[src/rtl/lcd_scan_timing_gen.sv]
// Raster timing generator for a parallel RGB LCD: pixel strobe, x/y, de, syncs and strobes.
// Optional `LCD_TIMING_FRAME_CNT_EN` enables the 8-bit frame counter output; otherwise it is tied to 0.
module lcd_scan_timing_gen #(
  parameter int CLK_DIV  = 3,
  parameter int H_ACTIVE = 480,
  parameter int H_FRONT  = 2,
  parameter int H_SYNC   = 41,
  parameter int H_BACK   = 2,
  parameter int V_ACTIVE = 272,
  parameter int V_FRONT  = 2,
  parameter int V_SYNC   = 10,
  parameter int V_BACK   = 2
) (
  input  logic       clock,
  input  logic       reset,
  output logic       pixel_tick,
  output logic [8:0] x,
  output logic [8:0] y,
  output logic       de,
  output logic       hsync,
  output logic       vsync,
  output logic       line_end,
  output logic       frame_end,
  output logic [7:0] frame_cnt
);

  typedef enum logic [1:0] {
    PH_ACTIVE,
    PH_FPORCH,
    PH_SYNC,
    PH_BPORCH
  } phase_e;

  localparam int              DIV_W   = (CLK_DIV > 1) ? $clog2(CLK_DIV) : 1;
  localparam logic [DIV_W-1:0] DIV_MAX = DIV_W'(CLK_DIV - 1);

  function automatic logic [9:0] phase_len(input phase_e s, input logic vert);
    logic [9:0] len;
    len = '0;
    case (s)
      PH_ACTIVE: len = vert ? 10'(V_ACTIVE) : 10'(H_ACTIVE);
      PH_FPORCH: len = vert ? 10'(V_FRONT)  : 10'(H_FRONT);
      PH_SYNC:   len = vert ? 10'(V_SYNC)   : 10'(H_SYNC);
      PH_BPORCH: len = vert ? 10'(V_BACK)   : 10'(H_BACK);
      default:   len = '0;
    endcase
    return len;
  endfunction

  function automatic phase_e phase_succ(input phase_e s);
    phase_e n;
    case (s)
      PH_ACTIVE: n = PH_FPORCH;
      PH_FPORCH: n = PH_SYNC;
      PH_SYNC:   n = PH_BPORCH;
      default:   n = PH_ACTIVE;
    endcase
    return n;
  endfunction

  // Zero-length blanking phases are skipped so the following phase starts on the same tick.
  function automatic phase_e phase_next(input phase_e s, input logic vert);
    phase_e n;
    n = phase_succ(s);
    for (int i = 0; i < 3; i++) begin
      if (n != PH_ACTIVE && phase_len(n, vert) == 10'd0) n = phase_succ(n);
    end
    return n;
  endfunction

  // Counters hold the position presented on the next tick; outputs latch it on that tick.
  logic [DIV_W-1:0] div_q, div_d;
  phase_e           h_state_q, h_state_d, v_state_q, v_state_d;
  logic [9:0]       h_cnt_q, h_cnt_d, v_cnt_q, v_cnt_d;

  logic       pixel_tick_q, pixel_tick_d;
  logic [8:0] x_q, x_d, y_q, y_d;
  logic       de_q, de_d;
  logic       hsync_q, hsync_d, vsync_q, vsync_d;
  logic       line_end_q, line_end_d, frame_end_q, frame_end_d;

  logic   tick, h_last, h_wrap, v_last, v_wrap, in_active;
  phase_e h_phase_nxt, v_phase_nxt;

  assign tick        = (div_q == DIV_MAX);
  assign h_phase_nxt = phase_next(h_state_q, 1'b0);
  assign v_phase_nxt = phase_next(v_state_q, 1'b1);
  assign h_last      = (h_cnt_q == phase_len(h_state_q, 1'b0) - 10'd1);
  assign v_last      = (v_cnt_q == phase_len(v_state_q, 1'b1) - 10'd1);
  assign h_wrap      = h_last && (h_phase_nxt == PH_ACTIVE);
  assign v_wrap      = v_last && (v_phase_nxt == PH_ACTIVE);
  assign in_active   = (h_state_q == PH_ACTIVE) && (v_state_q == PH_ACTIVE);

  always_comb begin
    // NOTE: every next-state signal gets its hold value first so no path can infer a latch.
    div_d        = tick ? '0 : div_q + DIV_W'(1);
    h_state_d    = h_state_q;
    h_cnt_d      = h_cnt_q;
    v_state_d    = v_state_q;
    v_cnt_d      = v_cnt_q;
    pixel_tick_d = tick;
    line_end_d   = tick && h_wrap;
    frame_end_d  = tick && h_wrap && v_wrap;
    x_d          = x_q;
    y_d          = y_q;
    de_d         = de_q;
    hsync_d      = hsync_q;
    vsync_d      = vsync_q;

    if (tick) begin
      de_d    = in_active;
      x_d     = in_active ? h_cnt_q[8:0] : '0;
      y_d     = in_active ? v_cnt_q[8:0] : '0;
      hsync_d = (h_state_q != PH_SYNC);
      vsync_d = (v_state_q != PH_SYNC);

      if (h_last) begin
        h_state_d = h_phase_nxt;
        h_cnt_d   = '0;
      end else begin
        h_cnt_d   = h_cnt_q + 10'd1;
      end

      if (h_wrap) begin
        if (v_last) begin
          v_state_d = v_phase_nxt;
          v_cnt_d   = '0;
        end else begin
          v_cnt_d   = v_cnt_q + 10'd1;
        end
      end
    end
  end

  always_ff @(posedge clock) begin
    // NOTE: state updates use non-blocking assignments so every register samples pre-edge values.
    if (reset) begin
      div_q        <= '0;
      h_state_q    <= PH_ACTIVE;
      h_cnt_q      <= '0;
      v_state_q    <= PH_ACTIVE;
      v_cnt_q      <= '0;
      pixel_tick_q <= 1'b0;
      x_q          <= '0;
      y_q          <= '0;
      de_q         <= 1'b0;
      hsync_q      <= 1'b1;
      vsync_q      <= 1'b1;
      line_end_q   <= 1'b0;
      frame_end_q  <= 1'b0;
    end else begin
      div_q        <= div_d;
      h_state_q    <= h_state_d;
      h_cnt_q      <= h_cnt_d;
      v_state_q    <= v_state_d;
      v_cnt_q      <= v_cnt_d;
      pixel_tick_q <= pixel_tick_d;
      x_q          <= x_d;
      y_q          <= y_d;
      de_q         <= de_d;
      hsync_q      <= hsync_d;
      vsync_q      <= vsync_d;
      line_end_q   <= line_end_d;
      frame_end_q  <= frame_end_d;
    end
  end

  assign pixel_tick = pixel_tick_q;
  assign x          = x_q;
  assign y          = y_q;
  assign de         = de_q;
  assign hsync      = hsync_q;
  assign vsync      = vsync_q;
  assign line_end   = line_end_q;
  assign frame_end  = frame_end_q;

`ifdef LCD_TIMING_FRAME_CNT_EN
  logic [7:0] frame_cnt_q, frame_cnt_d;

  assign frame_cnt_d = frame_cnt_q + {7'd0, frame_end_q};

  always_ff @(posedge clock) begin
    if (reset) frame_cnt_q <= '0;
    else       frame_cnt_q <= frame_cnt_d;
  end

  assign frame_cnt = frame_cnt_q;
`else
  assign frame_cnt = '0;
`endif

endmodule

[config.mk]
export PLATFORM = sky130hd
export DESIGN_NAME = lcd_scan_timing_gen
export DESIGN_NICKNAME = d
export VERILOG_FILES = /design/src/rtl/lcd_scan_timing_gen.sv
export SDC_FILE = /design/constraint.sdc
export NUM_CORES = 1
export LEC_CHECK = 0
export ABC_AREA = 1
export CELL_PAD_IN_SITES_DETAIL_PLACEMENT = 1
export CELL_PAD_IN_SITES_GLOBAL_PLACEMENT = 2
export CORE_MARGIN = 2
export CORE_UTILIZATION = 31
export DETAILED_ROUTE_END_ITERATION = 8
export PLACE_DENSITY_LB_ADDON = 0.1
export SLEW_MARGIN = 5
export SYNTH_ARGS = -nofsm -noshare
export SYNTH_HDL_FRONTEND = slang
export SYNTH_SLANG_ARGS = --single-unit
[constraint.sdc]
create_clock -name clock -period 2.1 [get_ports clock]
set_clock_uncertainty 0.15 [all_clocks]
set_input_delay 0.315 -clock clock [delete_from_list [all_inputs] [get_ports clock]]
set_output_delay 0.315 -clock clock [all_outputs]
set_load 0.05 [all_outputs]
Yosys cells after proc, flatten, opt, wreduce, memory -nomap -nowiden
Index checks and enable logic that the tools add are counted.
{ "totals": {"regBits": 50, "out_inout_bits": 32, "word_cells": 118} }
{ "classes": {"add_sub_neg": 5, "n_eq_ne": 29, "n_mux": 26, "n_reduce_logical": 45} }
{ "ops": {"columns": ["cell", "count"], "rows": [
  ["one-hot mux 10 bit (3 select lines)", 8],
  ["zero test 10 bit", 6],
  ["one-hot mux 2 bit (3 select lines)", 8],
  ["== test 2 bit (second input constant)", 17],
  ["adder 10 x 1 -> 10 bit (second input constant)", 2],
  ["== test 10 bit", 2],
  ["zero test 2 bit", 10],
  ["two-way mux 10 bit", 2],
  ["subtractor 10 x 1 -> 10 bit (second input constant)", 2],
  ["two-way mux 9 bit", 2],
  ["OR reduction 2 bit", 9],
  ["== test 2 x 1 -> 1 bit (second input constant)", 8],
  ["two-way mux 2 bit", 6],
  ["nonzero test 2 bit", 6],
  ["logical AND 1 bit", 11],
  ["!= test 2 bit (second input constant)", 2],
  ["AND reduction 2 bit", 2],
  ["AND reduction 3 bit", 1],
  ["adder 2 x 1 -> 2 bit (second input constant)", 1]
]} }

Depth between registers and ports, before layout
{ "logic_depth": {"depth_word": 24, "ltp_mapped": 14, "mapped_depth_nobuf": 13} }

Worst setup path after synthesis
Ideal clock, no wire load.
{ "synth_path": {"path_kind": "register to register", "from": "register h_state_q[0]", "to": "register v_cnt_q[2]", "setup_ns": 0.132, "t_arrival_ns": 1.603, "t_required_ns": 1.818, "setup_slack_ns": 0.215, "path_stages_with_launch": 12, "path_buffers": 1, "period_less_slack_ns": 1.885, "path_cell_list": "dfxtp_1 -> inv_1 -> ha_1 -> buf_6 -> nor2_4 -> nand2_1 -> nand2_1 -> nand2_1 -> a21oi_1 -> nand4_1 -> nand2_1 -> a21oi_1"} }
{ "synth_via": {"elab_chain_cells": 23, "word_cells_on_any_way": 45, "cone_classes": "add/sub (1); eq/ne (13); mux (11); reduce/logical (20)"} }
{ "synth_rtl": {"columns": ["item", "line", "source"], "rows": [
  ["start: declaration", "73", "phase_e h_state_q, h_state_d, v_state_q, v_state_d;"],
  ["start signal: assignment", "153", "h_state_q <= h_state_d;"],
  ["== test 2 bit (tied with other cells)", "40, 52", null],
  ["one-hot mux 2 bit (3 select lines)", "52", "case (s)"],
  ["== test 2 x 1 -> 1 bit / == test 2 bit (equally long branches)", "40, 52", null],
  ["OR reduction 2 bit (no source line)", null, null],
  ["one-hot mux 10 bit (3 select lines)", "40", "case (s)"],
  ["zero test 10 bit", "66", "if (n != PH_ACTIVE && phase_len(n, vert) == 10'd0) n = phase_succ(n);"],
  ["logical AND 1 bit", "66", null],
  ["two-way mux 2 bit", "66", null],
  ["[... 7 more ...]", null, null],
  ["OR reduction 2 bit (no source line)", null, null],
  ["one-hot mux 10 bit (3 select lines)", "40", null],
  ["zero test 10 bit", "66", null],
  ["logical AND 1 bit", "66", null],
  ["two-way mux 2 bit", "66", null],
  ["zero test 2 bit", "90", "assign h_wrap = h_last && (h_phase_nxt == PH_ACTIVE);"],
  ["logical AND 1 bit (*)", "90", null],
  ["AND reduction 2 bit (no source line) (*)", null, null],
  ["end signal: assignment", "156", "v_cnt_q <= v_cnt_d;"],
  ["end: declaration", "74", "logic [9:0] h_cnt_q, h_cnt_d, v_cnt_q, v_cnt_d;"]
]} }
Mark *: on every way between the ends. The rest lies on a longest branch, timed or not. The select of a mux whose other input is x is not followed.
A chain may end at the register's enable or synchronous reset.

Worst setup path in the final report
{ "layout_path": {"from": "register h_state_q[0]", "to": "register h_cnt_q[5]"} }
{ "layout_via": {"elab_chain_cells": 6, "word_cells_on_any_way": 9, "cone_classes": "add/sub (1); eq/ne (4); mux (2); reduce/logical (2)"} }
{ "layout_rtl": {"columns": ["item", "line", "source"], "rows": [
  ["== test 2 bit / == test 2 x 1 -> 1 bit (equally long branches)", "40", null],
  ["OR reduction 2 bit (no source line)", null, null],
  ["one-hot mux 10 bit (3 select lines) (*)", "40", null],
  ["subtractor 10 x 1 -> 10 bit (*)", "88", "assign h_last = (h_cnt_q == phase_len(h_state_q, 1'b0) - 10'd1);"],
  ["== test 10 bit (*)", "88", null],
  ["two-way mux 10 bit (*)", "117", "if (h_last) begin"],
  ["end signal: assignment", "154", "h_cnt_q <= h_cnt_d;"],
  ["end: declaration", "74", null]
]} }
Marks and branches as above.

==> Flow_metrics.wiki <==
{| class="wikitable"
! Metric !! Value
|-
| Synth-to-Final Area Change || 22.5%
|-
| Power per cell area || 548 nW/µm²
|-
| Detailed-route DRC error count || 0
|-
| Clock buffer depth || 2
|-
| Latest clock arrival within the worst-skew pair || approximately 0.30 ns
|-
| Number of global-route vias before repair || 2144
|-
| Post-route antenna net violation count || 0
|-
| Worst Path Required || 2.14 ns
|-
| Largest fanout on the critical path || 8
|-
| Cell at the root of the clock tree || clkbuf_8
|-
| Cell count after synthesis || 341
|-
| Total die area || 8910 µm²
|-
| Die outline height || 94.4 µm
|-
| Ports || 34
|-
| Number of buffers added by the clock tree synthesis step || 5
|-
| Share of post-route cells with drive strength above 1 || 13.8%
|-
| Worst R2R Path Depth || 9
|-
| Critical Path Source Type || flop
|-
| Combined area of the multi-input logic cells || ~1400 µm²
|-
| Max Slew Vio Count || 0
|-
| Count of filler cells inserted in the layout || 963
|-
| Area share of the largest cell type after synthesis || 39.5%
|-
| Global routing usage summed across all routing layers || between 10% and 20%
|-
| Final critical-path share of the clock period || 92.5%
|-
| Ant. Diodes || 0
|-
| Largest net degree at the start of global routing || 20
|-
| Core occupancy in the finished layout || 39.7%
|-
| Post-Synthesis Mean Instance Area || ~7.4 µm²
|-
| 1st-pass router iterations || 5
|-
| Wirelength, routed || 6.48 mm
|-
| Top cells by area, synth || dfxtp_1 40%, nand2_1 13%, inv_1 6.1%, ha_1 5.4%, xor2_1 5.2%
|-
| Hold path startpoint || div_q[0]$_SDFF_PP0_
|-
| Tightest slew margin relative to the limit || 66.1%
|-
| Final setup violation count || 0
|-
| # H-tree levels || 2
|-
| Per-cell via count in the routed design || ~4.6
|-
| Per-cell routed wire length || between 10 and 15 µm
|-
| Period minus WS final || around 1.9 ns
|-
| Violation count after the first detailed-routing iteration || 67
|-
| Total number of vias || approximately 2200
|-
| Crit end category || flop
|-
| Max-capacitance violation count || 0
|-
| Worst vdd rail ir drop || roughly 0.00033 V
|-
| Number of antenna violations at the first check in global routing || 0
|-
| Clock edge transition at the registers on the reported setup and hold paths || 0.09 ns
|-
| Die W || 94.4 µm
|-
| Startpoint of the lowest-slack register-to-register path || h_state_q[0]$_SDFFE_PP0P_
|-
| Run status || finished clean
|-
| Number of nets at the end of the flow || 391
|-
| CP arrival || 1.98 ns
|-
| Pleak || 0.00119 µW
|-
| Count of cells along the worst hold path || 1
|-
| Sequential-to-total area share from yosys stat || about two fifths
|-
| Non-filler instance count after layout || 480
|-
| Standard-cell rows || 32
|-
| Port-buffer cells || 25
|-
| Distinct cell type count of the synthesized netlist || 33
|-
| TritonCTS clock tree || done
|-
| Summed instance area of the synthesized netlist || 2530 µm²
|-
| CTS Sinks || 50
|-
| R2R Setup Slk || between 0.15 and 0.2 ns
|-
| Number of synthesis warnings || 0
|-
| Max frequency || about 500 MHz
|-
| CP Class || flop to flop
|-
| Footprint of the flip-flops and latches || 1000 µm²
|-
| FF-to-FF End || h_cnt_q[5]$_SDFFE_PP0P_
|-
| Measured slew at the worst slew-check pin || 0.507 ns
|-
| Final weighted congestion in routability-driven placement || 0.815
|-
| Area inside the core boundary || 7810 µm²
|-
| Hold path endpoint || div_q[0]$_SDFF_PP0_
|-
| Hold Path Class || flop to flop
|-
| Final Power || 1700 µW
|-
| Dominant cell type by area after synthesis || dfxtp_1
|-
| Global-route wire length before repair || roughly 11 mm
|-
| Final number of hold-violating endpoints || 0
|-
| Effective utilization at floorplan || between 30 and 40%
|-
| Final HPWL DP || around 4.9 mm
|-
| Leftover overflow at the end of global routing || 0
|-
| Number of placed instances, taps included || 471
|-
| Number of register bits inferred by synthesis || 50
|}
-- logic make-up after synthesis --
family / count (synthesis) / share of synthesized area [%]
xor gates and xnor gates: 16 / 5.53
buffers and inverters: 59 / 10.7
AOI/OAI and AO/OA: 43 / 9.04
and+or+nand+nor: 161 / 29.6
adders and majority gates: 11 / 5.43
other: 1 / 0.148
DFF: 50 / 39.5
-- final cells by class --
cell class / instances / area share, %
well taps: 102 / 4.11
repair buffers: 38 / 11.2
clock inverters: 2 / 0.323
clock buffers: 5 / 2.22
multi-input cells: 240 / 44.4
inverters: 43 / 5.44
flip-flops and latches: 50 / 32.3
-- repair_timing --
item                       CTS  global route
setup endpoints to repair   18            23
pin swaps                    0             4
resized for setup            1            20
gates cloned                 0             1
buffers inserted             0             1
hold buffers                 0             0
-- Yosys cell counts --
| library cell | instances |
|---|---|
| conb_1 | 1 |
| o21ai_0 | 18 |
| nor3_2 | 2 |
| nand2_1 | 87 |
| dfxtp_1 | 50 |
| xnor2_1 | 1 |
| buf_2 | 2 |
| buf_4 | 9 |
| o21ai_1 | 3 |
| inv_4 | 2 |
| nand4_1 | 4 |
| nor2_2 | 4 |
| a21oi_1 | 18 |
| inv_1 | 41 |
| nand4_4 | 1 |
| nand3_2 | 3 |
| nor2_1 | 29 |
| buf_6 | 1 |
| and3_1 | 1 |
| ha_1 | 11 |
| xor2_1 | 15 |
| nand3_1 | 14 |
| o21bai_2 | 1 |
| nor3b_1 | 1 |
| clkbuf_2 | 1 |
| nor3b_2 | 1 |
| o31ai_1 | 1 |
| a211oi_1 | 2 |
| clkbuf_1 | 3 |
| nor3_1 | 8 |
| nor2_4 | 4 |
| nand2_2 | 1 |
| nor4_1 | 1 |
-- power by group --
| group | switching (µW) | total (µW) | internal, µW |
|---|---|---|---|
| sequential | 10.2 | 975 | 965 |
| clock | 322 | 547 | 225 |
| combinational | 141 | 179 | 38.7 |
| total | 473 | 1700 | 1230 |
-- metal layers --
metal  GRT usage [%]  vias to the layer above  wire (µm)
li1                -                     1134          -
met1            21.7                     1025       3350
met2            25.1                       40       2860
met3            2.71                        4        218
met4            3.99                        0         56
met5               0                        -          0
-- cell usage in the layout (no fill, tap or decap), types with 2 or more instances in the layout --
cell type / instances
o21ai_0: 18
nor2_4: 7
dfxtp_2: 2
clkdlybuf4s50_1: 25
buf_4: 13
ha_4: 3
xor2_1: 15
nand2_2: 2
nand2_1: 86
o21ai_1: 3
nand3_1: 14
clkbuf_8: 5
ha_1: 7
a211oi_1: 2
nor3_2: 2
conb_1: 8
nor3_1: 8
inv_1: 39
nand4_1: 4
nor2_1: 28
nor2_2: 3
dfxtp_1: 48
inv_4: 3
nand3_2: 2
clkinv_2: 2
a21oi_1: 16
-- registers in the layout, indices dropped and copies added (netlist names) --
register    count
h_cnt_q        10
line_end        1
vsync           1
v_state_q       2
x               9
pixel_tick      1
div_q           2
frame_end       1
v_cnt_q        10
h_state_q       2
y               9
de              1
hsync           1
-- how the worst max path moves through the flow --
stage / start / to / slack, ns / cells after the start
finish: h_state_q[0]$_SDFFE_PP0P_ / h_cnt_q[5]$_SDFFE_PP0P_ / 0.16 / 9
global route: h_state_q[0]$_SDFFE_PP0P_ / v_cnt_q[3]$_SDFFE_PP0P_ / -0.002 / 13
floorplan: h_state_q[0]$_SDFFE_PP0P_ / v_cnt_q[2]$_SDFFE_PP0P_ / 0.21 / 11
detailed placement: h_state_q[0]$_SDFFE_PP0P_ / h_cnt_q[5]$_SDFFE_PP0P_ / -0.03 / 11
global placement: h_state_q[0]$_SDFFE_PP0P_ / v_cnt_q[5]$_SDFFE_PP0P_ / 0.02 / 12
CTS: h_state_q[0]$_SDFFE_PP0P_ / v_state_q[0]$_SDFFE_PP0P_ / 0.01 / 13
-- critical path, cell delays in order, from the launching register on --
cell and delay [ns]:
dfxtp_2 0.36, inv_4 0.06, buf_4 0.13, ha_2 0.20, xnor2_1 0.15, nand3_1 0.15
nor2_4 0.18, nand3_2 0.13, nand2_2 0.24, nor3b_1 0.08
-- metrics by stage --
step	instance area (µm²)	setup slack [ns]	hold slack [ns]	TNS, ns
finish	3100	0.157	0.270	0
global route	3100	-0.00231	0.285	-0.00231
CTS	3000	0.0113	0.271	0
detailed placement	2920	-0.0283	0.257	-0.251
global placement	2920	0.0197	0.256	0
floorplan	2560	0.215	0.238	0
Note: power is estimated with default switching activity, not from simulation.
